$ cat src/rtl/imem_prefetch_buffer_pkg.sv
// Shared types and constants for the instruction prefetch buffer.
// A fetch entry pairs an instruction word with the PC it was fetched from.
package imem_prefetch_buffer_pkg;

   localparam int unsigned WORD_W = 32;
   localparam logic [WORD_W-1:0] RESET_PC_DEFAULT = 32'd0;

   typedef struct packed {
      logic [WORD_W-1:0] pc;
      logic [WORD_W-1:0] instr;
   } fetch_entry_t;

   localparam int unsigned ENTRY_W = $bits(fetch_entry_t);

endpackage

$ cat src/rtl/imem_prefetch_buffer_prefetch_fifo.sv
// DEPTH-entry synchronous FIFO of fetch entries with a flush (clear) input.
// The head entry is presented combinationally from storage, zeroed when empty.
module imem_prefetch_buffer_prefetch_fifo
   import imem_prefetch_buffer_pkg::*;
#(
   parameter int unsigned DEPTH = 4
) (
   input  logic                         clock,
   input  logic                         reset,
   input  logic                         i_clear,
   input  logic                         i_push,
   input  fetch_entry_t                 i_push_data,
   input  logic                         i_pop,
   output logic [$clog2(DEPTH+1)-1:0]   o_count,
   output logic                         o_valid_c,
   output fetch_entry_t                 o_head_c
);

   localparam int unsigned PTR_W = $clog2(DEPTH);
   localparam int unsigned CNT_W = $clog2(DEPTH+1);

   logic [ENTRY_W-1:0] r_mem [DEPTH];
   logic [PTR_W-1:0]   r_rd_ptr;
   logic [PTR_W-1:0]   r_wr_ptr;
   logic [CNT_W-1:0]   r_count;

   logic w_valid;
   logic w_push;
   logic w_pop;

   // A clear discards same-cycle push and pop alike.
   assign w_valid = (r_count != '0);
   assign w_push  = i_push && !i_clear;
   assign w_pop   = i_pop && w_valid && !i_clear;

   always_ff @(posedge clock) begin
      if (reset || i_clear) begin
         r_rd_ptr <= '0;
         r_wr_ptr <= '0;
         r_count  <= '0;
      end else begin
         if (w_push) begin
            r_wr_ptr <= r_wr_ptr + PTR_W'(1);
         end
         if (w_pop) begin
            r_rd_ptr <= r_rd_ptr + PTR_W'(1);
         end
         r_count <= r_count + CNT_W'(w_push) - CNT_W'(w_pop);
      end
   end

   // Storage needs no reset: entries are only observed behind a nonzero count.
   always_ff @(posedge clock) begin
      if (w_push) begin
         r_mem[r_wr_ptr] <= ENTRY_W'(i_push_data);
      end
   end

   assign o_count   = r_count;
   assign o_valid_c = w_valid;
   assign o_head_c  = w_valid ? fetch_entry_t'(r_mem[r_rd_ptr]) : '0;

endmodule

$ cat src/rtl/imem_prefetch_buffer.sv
// Instruction prefetch buffer: runs its own fetch PC against a synchronous
// instruction memory and queues {pc, instr} pairs for the fetch/decode stage.
module imem_prefetch_buffer
   import imem_prefetch_buffer_pkg::*;
#(
   parameter int unsigned       DEPTH    = 4,
   parameter logic [WORD_W-1:0] RESET_PC = RESET_PC_DEFAULT
) (
   input  logic                         clock,
   input  logic                         reset,
   output logic [WORD_W-1:0]            mem_addr,
   input  logic [WORD_W-1:0]            mem_data,
   input  logic                         redirect,
   input  logic [WORD_W-1:0]            redirect_pc,
   output logic                         instr_valid,
   output logic [WORD_W-1:0]            instr,
   output logic [WORD_W-1:0]            instr_pc,
   input  logic                         instr_ready,
   output logic [$clog2(DEPTH+1)-1:0]   count
);

   localparam int unsigned CNT_W = $clog2(DEPTH+1);
   localparam int unsigned OCC_W = CNT_W + 1;

   logic [WORD_W-1:0] r_fetch_pc;
   logic [WORD_W-1:0] r_inflight_pc;
   logic              r_inflight;

   logic              w_pop;
   logic              w_push;
   logic              w_issue;
   logic              w_head_valid;
   logic [OCC_W-1:0]  w_occupancy;
   logic [CNT_W-1:0]  w_count;
   fetch_entry_t      w_push_entry;
   fetch_entry_t      w_head;

   // Occupancy counts the slot reserved for the in-flight response, so the
   // queue can never overflow.
   assign w_pop       = w_head_valid && instr_ready;
   assign w_push      = r_inflight && !redirect;
   assign w_occupancy = OCC_W'(w_count) + OCC_W'(r_inflight) - OCC_W'(w_pop);
   assign w_issue     = !redirect && (w_occupancy < OCC_W'(DEPTH));

   assign w_push_entry.pc    = r_inflight_pc;
   assign w_push_entry.instr = mem_data;

   always_ff @(posedge clock) begin
      if (reset) begin
         r_fetch_pc    <= RESET_PC;
         r_inflight_pc <= '0;
         r_inflight    <= 1'b0;
      end else if (redirect) begin
         r_fetch_pc <= redirect_pc;
         r_inflight <= 1'b0;
      end else begin
         r_inflight <= w_issue;
         if (w_issue) begin
            r_inflight_pc <= r_fetch_pc;
            r_fetch_pc    <= r_fetch_pc + WORD_W'(1);
         end
      end
   end

   imem_prefetch_buffer_prefetch_fifo #(
      .DEPTH (DEPTH)
   ) u_fifo (
      .clock       (clock),
      .reset       (reset),
      .i_clear     (redirect),
      .i_push      (w_push),
      .i_push_data (w_push_entry),
      .i_pop       (w_pop),
      .o_count     (w_count),
      .o_valid_c   (w_head_valid),
      .o_head_c    (w_head)
   );

   assign mem_addr    = r_fetch_pc;
   assign count       = w_count;
   assign instr_valid = w_head_valid;
   assign instr       = w_head.instr;
   assign instr_pc    = w_head.pc;

endmodule

$ cat config.mk
export PLATFORM = sky130hd
export DESIGN_NAME = imem_prefetch_buffer
export DESIGN_NICKNAME = d
export VERILOG_FILES = /design/src/rtl/imem_prefetch_buffer_pkg.sv /design/src/rtl/imem_prefetch_buffer_prefetch_fifo.sv /design/src/rtl/imem_prefetch_buffer.sv
export SDC_FILE = /design/constraint.sdc
export NUM_CORES = 1
export LEC_CHECK = 0
export CAP_MARGIN = 20
export CORE_UTILIZATION = 45
export DETAILED_ROUTE_END_ITERATION = 10
export DONT_BUFFER_PORTS = 1
export HOLD_SLACK_MARGIN = 0.08
export PLACE_DENSITY = 0.68
export SYNTH_ARGS = -nofsm -noshare
export SYNTH_HDL_FRONTEND = slang
export SYNTH_HIERARCHICAL = 1
export SYNTH_SLANG_ARGS = --single-unit
$ cat constraint.sdc
create_clock -name clock -period 5.45 [get_ports clock]
set_input_delay 0.545 -clock clock [delete_from_list [all_inputs] [get_ports clock]]
set_output_delay 0.545 -clock clock [all_outputs]
set_load 0.005 [all_outputs]
# Word level (Yosys, flattened, before mapping)

Memories as Yosys holds them, arrays and structs flattened. A register that Yosys moved wholly into a read port is not among the register bits.
Cells that the tools add are included.
Widths: inputs -> output; s select.

Memory bits (writable): 256
Input port bits: 68
Memories kept: 1
Flip-flop bits (word level): 72

Memory list:

| name         | depth | width | read ports | clocked after memory_dff | wr ports | RTL line                                 | text |
|---|---|---|---|---|---|---|---|
| u_fifo.r_mem | 4     | 64    | 1          | 1                        | 1        | imem_prefetch_buffer_prefetch_fifo.sv:22 | `logic [ENTRY_W-1:0] r_mem [DEPTH];` |

Multiplexer cells: 7
Reduce and logical (&&, ||, !) cells: 12
$add $sub $neg: 7
Order comparisons: 1
Bitwise gates (word level): 1

Operator list:

| cell                  | number |
|---|---|
| $mux 32               | 2 |
| $mux 64               | 1 |
| $add 32x1->32 const B | 1 |
| $logic_and 1x1->1     | 6 |
| $add 2x1->2 const B   | 2 |
| $add 3x1->4           | 1 |
| $lt 4x3->1 const B    | 1 |
| $mux 2                | 2 |
| $sub 4x1->4           | 1 |
| $add 3x1->3           | 1 |
| $reduce_bool 3->1     | 1 |
| $sub 3x1->3           | 1 |
| $mux 1                | 2 |
| $reduce_and 2->1      | 1 |
| $reduce_bool 2->1     | 1 |
| $reduce_or 2->1       | 1 |
| $logic_not 1->1       | 1 |
| $logic_or 1x1->1      | 1 |
| $not 1->1             | 1 |

# Longest topological paths before layout

Gate-level depths: netlist of run 1.

Word-level depth: 7
Mapped depth: 13

# Hierarchy

The synthesis of run 1 kept the hierarchy.

Modules (own cells, without submodules):

| module                             | area each (µm²) | cells each | times used | seq. area each (µm²) |
|---|---|---|---|---|
| imem_prefetch_buffer_prefetch_fifo | 10231.1         | 453        | 1          | 7867.5 |
| imem_prefetch_buffer               | 3108.0          | 392        | 1          | 1301.2 |

# Worst setup path after synthesis of run 1

Ideal clock, no wire load.

Path type: reg-to-reg
Start point: register u_fifo.r_count[2] (netlist: u_fifo/o_count[2])
End point: register r_fetch_pc[21] (netlist: mem_addr[21])
Cell stages (with the launch flop): 13
Data required time: 5359 ps
Period minus slack after synthesis: 3397 ps
Setup slack: 2053 ps
Path buffers: 2
Arrival time: 3306 ps
Cell sequence: dfxtp_1 > or3_1 > clkbuf_1 > and2_1 > ha_1 > inv_1 > ha_1 > and3b_1 > or4_4 > a2111o_1 > buf_2 > or3_1 > a311oi_1

Word-level cells in the longest chain between the ends: 6

RTL lines:

| item                               | RTL line                                 | text |
|---|---|---|
| start: declaration                 | imem_prefetch_buffer_prefetch_fifo.sv:25 | `logic [CNT_W-1:0] r_count;` |
| start signal: assignment           | imem_prefetch_buffer_prefetch_fifo.sv:48 | `r_count <= r_count + CNT_W'(w_push) - CNT_W'(w_pop);` |
| $reduce_bool 3->1                  | imem_prefetch_buffer_prefetch_fifo.sv:32 | `assign w_valid = (r_count != '0);` |
| named net instr_valid              | imem_prefetch_buffer.sv:15               | `output logic instr_valid,` |
| $logic_and 1x1->1                  | imem_prefetch_buffer.sv:40               | `assign w_pop = w_head_valid && instr_ready;` |
| named net w_pop                    | imem_prefetch_buffer.sv:29               | `logic w_pop;` |
| $sub 4x1->4                        | imem_prefetch_buffer.sv:42               | `assign w_occupancy = OCC_W'(w_count) + OCC_W'(r_inflight) - OCC_W'(w_pop);` |
| $lt 4x3->1                         | imem_prefetch_buffer.sv:43               | `assign w_issue = !redirect && (w_occupancy < OCC_W'(DEPTH));` |
| $logic_and 1x1->1                  | imem_prefetch_buffer.sv:43               |  |
| $reduce_bool 2->1 (no source line) | --                                       |  |
| end signal: assignment             | imem_prefetch_buffer.sv:54               | `r_fetch_pc <= redirect_pc;` |
| end signal: assignment             | imem_prefetch_buffer.sv:60               | `r_fetch_pc <= r_fetch_pc + WORD_W'(1);` |
| end: declaration                   | imem_prefetch_buffer.sv:25               | `logic [WORD_W-1:0] r_fetch_pc;` |

The timed path passes the listed nets, and every way through them passes these cells.
A chain may end at the register's enable or synchronous reset.

# Worst setup path after layout of run 1

Start point: register u_fifo.r_count[2] (netlist: u_fifo/o_count[2])
End point: register r_fetch_pc[27] (netlist: mem_addr[27])

Word-level cells in the longest chain between the ends: 6

RTL lines:

| item                               | RTL line |
|---|---|
| $reduce_bool 3->1                  | imem_prefetch_buffer_prefetch_fifo.sv:32 |
| $logic_and 1x1->1                  | imem_prefetch_buffer.sv:40 |
| named net w_pop                    | imem_prefetch_buffer.sv:29 |
| $sub 4x1->4                        | imem_prefetch_buffer.sv:42 |
| $lt 4x3->1                         | imem_prefetch_buffer.sv:43 |
| $logic_and 1x1->1                  | imem_prefetch_buffer.sv:43 |
| $reduce_bool 2->1 (no source line) | -- |

The timed path passes the listed nets, and every way through them passes these cells.

==> impl_results.md, run 1 <==
* Status: finished, final reports clean
* Hpwl dp at 15900 um
* Port bufs at 0
* Leakage at 0.00459 uW
* RSZ-0062 raised after global routing: false
* Hold slack at 123 ps
* Gate Count Post-Synth at 845
* Clock Tree Root: clkbuf_16
* Synthesized flop and latch total at 330
* Synth Cell Area at 13300 sq um
* Critical Path Fanout Max at 66
* Post-route ant nets at 0
* WL final at 27500 um
* Worst-path clk slew at 50 ps
* Setup TNS at 0 ps
* Worst-Margin Slew at 1080 ps
* GR Util met2 at 0.291
* Post-synthesis net count at 924
* Hold_buf cts at 0
* CTS tree: done
* CP Capture Type: flip-flop
* Synth unique cells at 52
* Drt first pass iters at 4
* Crit path DAT at 4560 ps
* CP Launch Type: flip-flop
* Most common cell after layout, fill and taps aside: edfxtp_1
* Number of H-tree levels at 2
* Fmax at 0.241 GHz
* TritonCTS buffer count at 36
* Most used cell, CP: ha_1
* Gr ovfl total at 0
* Core area at 28900 sq um
* Clk_lat worst skew at 500 ps
* ANT cells at 0
* GP Congestion at 0.838
* Core Util, Final at 0.507
* Rel. slew slack at 0.279
* Fin crit share at 0.760
* Worst-case clock skew at 9.35 ps
* Clock sinks at 330
* Cell family with most CP delay: simple AND/OR/NAND/NOR gates
* Ys flop type: edfxtp_1
* Initial antenna violation count at 0
* Via count at 7084
* Final setup violation count at 0
* Avg Vias per Cell at 5.69
* Share of post-route cells with drive strength above 1 at 0.151
* DIE WIDTH at 174 um
* Initial Utilization at 0.461
* Die Ht at 174 um
* Largest net degree at the start of global routing at 77
* Synthesis Warnings at 6
* Hold Crit Class: in -> reg
* Slew Viols, Final at 0
* Met3 GRT Util at 0.0588
* Minimum clock period at 4140 ps
* Design Power at 5140 uW
* Post-CTS setup buffer count at 0
* Layout Cells excl Fill at 1245
* Max Root-Sink Buffers at 3
* Setup CP Type: reg -> reg
* Seq/Total Area, Yosys at 0.687
* Full die area at 30300 sq um
* Most crowded layer after global routing: met2
* # nets final at 916
* Slowest cell on the critical path: or4_4
* # resized after CTS at 0
* First-pass GRT wire length at 42600 um
* Avg Inst Size Synth at 15.8 sq um
* Drc violations at 0
* Synth-to-Final Area Change at 10.0%
* Post-synth EDFFs at 256
* Worst Path Buf+Inv at 2
* Met1 Track Usage GR at 0.244
* CP Cell Sequence: or3_2 -> buf_4 -> and2_1 -> ha_1 -> inv_1 -> ha_1 -> and3b_1 -> or4_4 -> a2111o_1 -> or4_1 -> a31oi_1
* Final hold viol count at 0
* Critical Path RT at 5870 ps
* Routed WL per cell at 22.1 um
* Power per Cell Area at 351 nW/um^2
* IO Count at 168
* FP Rows at 62
* Peak VDD IR at 0.229 mV
* Inst Count DP at 1183
* Number of global-route vias before repair at 7216
* Most frequent cells in the layout: edfxtp_1, nand2_1, dfxtp_1
* All-Layer GR Usage at 0.184
* Share of synthesized registers carrying an async set or reset at 0
* Max Cap Viol at 0
* Max incr delay on CP at 630 ps
* DR iter-0 viols at 390
cell type report:
cell class | count | area (sq um)
Inverter | 14 | 52.6
Tap cell | 384 | 480
Clock inverter | 15 | 128
Clock buffer | 47 | 967
Multi-Input combinational cell | 449 | 3820
Fill cell | 2410 | 14300
Timing Repair Buffer | 6 | 45.0
Sequential cell | 330 | 9180
sequential cells by signal, indices dropped and copies added, names as in the netlist, named ones only:
name / flops
mem_addr: 32
r_inflight: 1
u_fifo/r_wr_ptr: 2
r_inflight_pc: 32
u_fifo/o_count: 3
u_fifo/r_mem: 256
u_fifo/r_rd_ptr: 2
power by group:
part	switching (uW)	internal (uW)
logic	53.9	41.4
clock network	905	1340
registers	55.9	2740
path summary, 6_finish.rpt:
| path | from | endpoint | slack, ps | cells after the start |
|---|---|---|---|---|
| worst max register to register | u_fifo/o_count[2] | mem_addr[27] | 1310 | 11 |
| worst min register to register | r_inflight_pc[21] | r_inflight_pc[21] | 490 | 2 |
| worst max-delay path | u_fifo/o_count[2] | mem_addr[27] | 1310 | 11 |
| worst min-delay path | redirect | u_fifo/o_count[2] | 120 | 1 |
logic make-up (layout without fill, tap and decap cells):
kind of cell,after synthesis,in the layout,share of synthesized area
AO/OA/AOI/OAI,113,113,0.0547
XOR/XNOR,21,21,0.0149
buffers and inverters,66,82,0.0274
AND/OR/NAND/NOR,236,236,0.0923
multiplexers,68,68,0.112
adder cells (fa/ha/maj),11,11,0.0109
flip-flops,330,330,0.687
synthesized netlist by cell type, types with 13 or more instances:
cell / count / area, sq um
dfxtp_1: 74 / 1480
clkbuf_1: 34 / 128
a21oi_1: 44 / 220
mux4_2: 60 / 1350
and2_1: 71 / 444
nand3_1: 14 / 70.1
nor2_1: 21 / 78.8
a211oi_1: 15 / 113
xnor2_1: 19 / 166
inv_1: 13 / 48.8
edfxtp_1: 256 / 7690
nand2_1: 79 / 297
metal layers:
layer,wire [um],up-vias
met2,12700,238
li1,-,3240
met5,0,-
met3,2230,46
met4,655,0
met1,12000,3560
worst register-to-register path, cell delays in order, from the launching register on:
cell	delay [ps]
dfxtp_1	390
or3_2	500
buf_4	350
and2_1	290
ha_1	180
inv_1	50
ha_1	210
and3b_1	200
or4_4	630
a2111o_1	600
or4_1	500
a31oi_1	170
through the flow:
stage	setup slack (ps)	area, sq um
CTS	1280	14700
global route	1050	14700
global placement	1360	13600
detailed placement	1290	13600
finish	1310	14700
floorplan	2050	13300
No activity file was read; power rests on OpenSTA's default activity.
==> run 2, diff against run 1 <==
--- a/config.mk
+++ b/config.mk
@@ -10,7 +10,7 @@
 export DETAILED_ROUTE_END_ITERATION = 10
 export DONT_BUFFER_PORTS = 1
 export HOLD_SLACK_MARGIN = 0.08
-export PLACE_DENSITY = 0.68
+export PLACE_DENSITY = 0.7
 export SYNTH_ARGS = -nofsm -noshare
 export SYNTH_HDL_FRONTEND = slang
 export SYNTH_HIERARCHICAL = 1
==> constraint.sdc (replaced) <==
create_clock -name clock -period 3.8 [get_ports clock]
set_input_delay 0.38 -clock clock [delete_from_list [all_inputs] [get_ports clock]]
set_output_delay 0.38 -clock clock [all_outputs]
set_load 0.005 [all_outputs]
==> run 2 against run 1 <==
Flip-flop and latch count unchanged. Sequential power rose by 44%. Critical path depth is 1 lower. Non-clock buffer count increased by 69. Die area did not move. Critical endpoint unchanged. Largest cell class unchanged.
==> impl_results.md, run 2 (synthesized netlist as in run 1, its figures left out) <==
* Layout Cells excl Fill at 1313 (+5.5%)
* Status: finished, final reports clean
* CP Launch Type: flip-flop
* CTS tree: done
* R2R cell count at 10 (-1)
* WL final at 28100 um (+2.2%)
* Rel. slew slack at 0.286 (+0.00670)
* Worst-path clk slew at 60 ps (about the same)
* Min-delay src: redirect_pc[31]
* First-pass GRT wire length at 43400 um (+1.9%)
* RSZ-0062 raised after global routing: false
* Full die area at 30300 sq um (unchanged)
* Number of global-route vias before repair at 7427 (+2.9%)
* Setup TNS at 0 ps (unchanged)
* Initial Utilization at 0.461 (unchanged)
* Avg Vias per Cell at 5.66 (-0.60%)
* Worst R2R Start: u_fifo/o_count[0]
* Max FFs per register at 256 (unchanged)
* Hold Crit Class: in -> reg
* Hpwl dp at 16400 um (+3.4%)
* Clock Tree Root: clkbuf_16
* Post-route ant nets at 0 (unchanged)
* Clock sinks at 330 (unchanged)
* Max Cap Viol at 0 (unchanged)
* # nets final at 984 (+7.4%)
* Peak VDD IR at 0.271 mV (+19%)
* Sequential cell area at 9180 sq um (unchanged)
* TritonCTS buffer count at 35 (-2.8%)
* Minimum clock period at 3460 ps (-680 ps)
* Leakage at 0.00492 uW (+7.0%)
* DIE WIDTH at 174 um (unchanged)
* Crit path DAT at 3900 ps (-660 ps)
* Cell depth of the worst hold path at 2 (+1)
* Die Ht at 174 um (unchanged)
* Fmax at 0.289 GHz (+20%)
* Worst-Margin Slew at 1070 ps (-10.0 ps)
* CP Capture Type: flip-flop
* IO Count at 168 (unchanged)
* Number of H-tree levels at 2 (unchanged)
* Critical path origin: u_fifo/o_count[0]
* Fillers at 2334 (-3.2%)
* All-Layer GR Usage at 0.186 (+0.00235)
* R2r endpoint: mem_addr[27]
* Slew Viols, Final at 0 (unchanged)
* Largest net degree at the start of global routing at 70 (-9.1%)
* Post-CTS setup buffer count at 0 (unchanged)
* Final setup violation count at 0 (unchanged)
* Fin crit share at 0.912 (+0.151)
* Critical Path Fanout Max at 12 (-82%)
* Setup CP Type: reg -> reg
* Inst Count DP at 1190 (+0.59%)
* Most frequent cells in the layout: edfxtp_1, nand2_1, dfxtp_1
* Synth-to-Final Area Change at 15.6%
* # resized after CTS at 0 (unchanged)
* Port bufs at 0 (unchanged)
* Power per Cell Area at 487 nW/um^2 (+39%)
* Drt first pass iters at 5 (+1)
* Drc violations at 0 (unchanged)
* Worst-case clock skew at 19.8 ps (+10.5 ps)
* Routed WL per cell at 21.4 um (-3.1%)
* Final hold viol count at 0 (unchanged)
* R2R Setup Slk at 340 ps (-970 ps)
* FP Rows at 62 (unchanged)
* Via count at 7426 (+4.8%)
* Core area at 28900 sq um (unchanged)
* DR iter-0 viols at 551 (+41%)
* Max Root-Sink Buffers at 3 (unchanged)
* Clk_lat worst skew at 510 ps (about the same)
* Initial antenna violation count at 0 (unchanged)
* Most flops, register: u_fifo/r_mem
* Gr ovfl total at 0 (unchanged)
* Critical Path RT at 4230 ps (-1640 ps)
* Hold Path End: mem_addr[31]
* GP Congestion at 0.820 (-2.2%)
* ANT cells at 0 (unchanged)
* Share of post-route cells with drive strength above 1 at 0.147 (-0.00352)
* Hold_buf cts at 62 (+62)
* Area of the multi-input gates at 3820 sq um (unchanged)
* Most common cell after layout, fill and taps aside: edfxtp_1
[run 2: routing by layer]
| layer | GRT usage | wire length (um) | vias up |
|---|---|---|---|
| met5 | 0 | 0 | - |
| met4 | 0.0519 | 563 | 0 |
| met3 | 0.0531 | 2470 | 50 |
| met2 | 0.299 | 13300 | 325 |
| met1 | 0.247 | 11800 | 3665 |
| li1 | - | - | 3386 |
[run 2: area by class of cell]
| type | instances | area share |
|---|---|---|
| Clock inverter | 13 | 0.00739 |
| Tap cell | 384 | 0.0312 |
| Timing Repair Buffer | 75 | 0.0502 |
| Sequential cell | 330 | 0.595 |
| Clock buffer | 48 | 0.0647 |
| Inverter | 14 | 0.00341 |
| Multi-Input combinational cell | 449 | 0.248 |
[run 2: worst max path at each step]
stage                   end  cells after the start
3_5_place_dp   mem_addr[27]                     10
2_1_floorplan  mem_addr[21]                     12
3_3_place_gp   mem_addr[27]                     10
4_1_cts        mem_addr[27]                     10
6_report       mem_addr[27]                     10
5_1_grt        mem_addr[27]                     10
[run 2: through the flow]
| stage | setup WS (ps) | hold WS, ps | total power [uW] | utilization | instance area, sq um |
|---|---|---|---|---|---|
| floorplan | 403 | 460 | 4180 | - | 13300 |
| global placement | 420 | 458 | 4230 | 0.472 | 13700 |
| detailed placement | 364 | 459 | 4230 | 0.472 | 13700 |
| CTS | 344 | 87.1 | 7570 | 0.533 | 15400 |
| global route | 138 | 96.7 | 7740 | 0.533 | 15400 |
| finish | 335 | 112 | 7500 | 0.533 | 15400 |
[run 2: critical path, stage by stage (launching register included)]
cell and delay, ps:
dfxtp_1 350, or3_2 470, and2_1 200, ha_1 180, inv_1 50, ha_1 210, and3b_1 200, or4_4 490
a2111o_1 560, or4_1 520, a31oi_1 160
[run 2: power by group]
part,leakage [uW],switching (uW),internal [uW],total (uW)
clock,0.000541,1300,1970,3260
combinational,0.00143,116,107,222
sequential,0.00294,81.0,3940,4020
==> run 3, diff against run 2 <==
--- a/config.mk
+++ b/config.mk
@@ -6,11 +6,11 @@
 export NUM_CORES = 1
 export LEC_CHECK = 0
 export CAP_MARGIN = 20
-export CORE_UTILIZATION = 45
+export CORE_UTILIZATION = 30
 export DETAILED_ROUTE_END_ITERATION = 10
 export DONT_BUFFER_PORTS = 1
 export HOLD_SLACK_MARGIN = 0.08
-export PLACE_DENSITY = 0.7
+export PLACE_DENSITY = 0.53
 export SYNTH_ARGS = -nofsm -noshare
 export SYNTH_HDL_FRONTEND = slang
 export SYNTH_HIERARCHICAL = 1
==> run 3 against run 2 <==
Via count down 0.78%. Combinational power up 5%. Wire length up 15%. Core utilization down 17 points. Worst setup slack worse by 15 ps. Sequential power about the same. Sequential share of layout area down 1.6 points. Global-route usage down 4.1 points.
==> impl_results.md, run 3 (synthesized netlist as in run 1, its figures left out) <==
* Status: finished, final reports clean
* Number of global-route vias before repair at 7735 (+4.1%)
* Power per Cell Area at 486 nW/um^2 (-0.21%)
* Peak VDD IR at 0.217 mV (-20%)
* WL final at 32200 um (+15%)
* CTS tree: done
* IO Count at 168 (unchanged)
* Full die area at 45300 sq um (+49%)
* Worst R2R Start: u_fifo/o_count[2]
* # nets final at 998 (+1.4%)
* Final hold viol count at 0 (unchanged)
* Critical Path RT at 4260 ps (+30 ps)
* RSZ-0062 raised after global routing: false
* Via count at 7368 (-0.78%)
* Worst setup margin at 320 ps (-14.9 ps)
* Hold Path End: u_fifo/r_wr_ptr[0]
* Most used cell, CP: ha_1
* Most flops, register: u_fifo/r_mem
* CP Launch Type: flip-flop
* First-pass GRT wire length at 48700 um (+12%)
* Initial antenna violation count at 0 (unchanged)
* Synth-to-Final Area Change at 18.8%
* Clk_lat worst skew at 540 ps (+30 ps)
* CP Capture Type: flip-flop
* Pre-CTS setup slack at 376 ps (+12.2 ps)
* Hpwl dp at 19700 um (+20%)
* Min-delay src: redirect
* ANT cells at 0 (unchanged)
* All-Layer GR Usage at 0.145 (-0.0411)
* Setup CP Type: reg -> reg
* Critical Path Fanout Max at 12 (unchanged)
* R2R Setup Slk at 320 ps (about the same)
* Post-CTS setup buffer count at 0 (unchanged)
* Share of post-route cells with drive strength above 1 at 0.155 (+0.00792)
* Rel. slew slack at 0.377 (+0.0906)
* R2R cell count at 10 (unchanged)
* Gr ovfl total at 0 (unchanged)
* Drt first pass iters at 4 (-1)
* Cell depth of the worst hold path at 3 (+1)
* Max FFs per register at 256 (unchanged)
* Initial Utilization at 0.307 (-0.154)
* Hold Crit Class: in -> reg
* Design Power at 7690 uW (+2.6%)
* TritonCTS buffer count at 38 (+8.6%)
* Fin crit share at 0.916 (+0.00393)
* Slowest cell on the critical path: a2111o_1
* Die Ht at 213 um (+22%)
* FP Rows at 76 (+23%)
* Setup TNS at 0 ps (unchanged)
* Post-route ant nets at 0 (unchanged)
* Avg Vias per Cell at 4.81 (-15%)
* Number of H-tree levels at 2 (unchanged)
* Final setup violation count at 0 (unchanged)
* Port bufs at 0 (unchanged)
* Clock Tree Root: clkbuf_16
* Most frequent cells in the layout: edfxtp_1, nand2_1, dfxtp_1
* Fillers at 4150 (+78%)
* Clock sinks at 330 (unchanged)
* Drc violations at 0 (unchanged)
* Slew Viols, Final at 0 (unchanged)
* Hold slack at 118 ps (+6.47 ps)
* GP Congestion at 0.798 (-2.6%)
* Worst-path clk slew at 60 ps (about the same)
* DR iter-0 viols at 433 (-21%)
* CP Cell Sequence: or3_2 -> and2_1 -> ha_1 -> inv_1 -> ha_1 -> and3b_1 -> or4_4 -> a2111o_1 -> or4_1 -> a31oi_1
* Crit path DAT at 3940 ps (+40 ps)
* Max incr delay on CP at 560 ps (about the same)
* Largest net degree at the start of global routing at 72 (+2.9%)
* DIE WIDTH at 213 um (+22%)
* Worst-Margin Slew at 932 ps (-139 ps)
* Max Cap Viol at 0 (unchanged)
* Fmax at 0.287 GHz (-0.43%)
* R2r endpoint: mem_addr[27]
* Core area at 43500 sq um (+50%)
* Max Root-Sink Buffers at 3 (unchanged)
* Minimum clock period at 3480 ps (+14.9 ps)
* Routed WL per cell at 21.1 um (-1.7%)
* Most common cell after layout, fill and taps aside: edfxtp_1
* Leakage at 0.00500 uW (+1.7%)
* Worst-case clock skew at 16.6 ps (-3.21 ps)
run 3: changes by cell type in the layout (fill, tap and decap cells not counted), moves of 2 or more:
cell	before	now
buf_12	3	5
buf_4	10	15
clkbuf_1	8	12
clkbuf_16	37	39
clkbuf_8	3	1
clkinv_2	3	5
dlygate4sd3_1	61	65
run 3: timing repair:
item / in CTS / in global routing
resized for setup: 0 / 0
endpoints found under the hold margin: 198 / 0
endpoints found under the setup margin: 0 / 0
hold buffers: 66 / 0
run 3: power breakdown:
group          switching (uW)  total [uW]  internal, uW
logic                     122         232           110
registers                85.8        4020          3940
clock network            1400        3440          2040
run 3: final cells by class:
cell class	count	area, sq um	share of cell area
multi-input combinational	449	3830	0.242
clock inverter	15	128	0.00805
inverter	14	52.6	0.00332
clock buffer	52	1030	0.0653
timing repair buffer	86	891	0.0562
sequential	330	9180	0.579
tap	585	732	0.0462
run 3: how the worst max path moves through the flow:
stage / startpoint / end / slack, ps / cells after the start
6_report: u_fifo/o_count[2] / mem_addr[27] / 320 / 10
5_1_grt: u_fifo/o_count[2] / r_inflight_pc[22] / 140 / 11
4_1_cts: u_fifo/o_count[2] / mem_addr[27] / 320 / 10
3_5_place_dp: u_fifo/o_count[2] / mem_addr[27] / 380 / 10
3_3_place_gp: u_fifo/o_count[2] / mem_addr[27] / 420 / 10
2_1_floorplan: u_fifo/o_count[2] / mem_addr[21] / 400 / 12
run 3: metrics by stage:
| stage | std cells | util | area [sq um] |
|---|---|---|---|
| 2_1_floorplan | 845 | - | 13300 |
| 3_3_place_gp | 1398 | 0.322 | 14000 |
| 3_5_place_dp | 1398 | 0.322 | 14000 |
| 4_1_cts | 1531 | 0.365 | 15800 |
| 5_1_grt | 1531 | 0.365 | 15800 |
| 6_report | 1531 | 0.365 | 15800 |
run 3: critical path: cells and delay by family (launching register included):
kind | cells | cell delay [ps]
AND/OR/NAND/NOR | 5 | 1900
AO/OA/AOI/OAI | 2 | 760
buffers and inverters | 1 | 50
flip-flops | 1 | 310
adder cells (fa/ha/maj) | 2 | 390
run 3: metal layers:
layer	global-route usage	wire length (um)	up-vias	part of all wire
met2	0.228	14900	211	0.46
met3	0.0440	2450	30	0.076
met4	0.0479	605	0	0.019
li1	-	-	3407	-
met5	0	0	-	0
met1	0.190	14200	3720	0.44
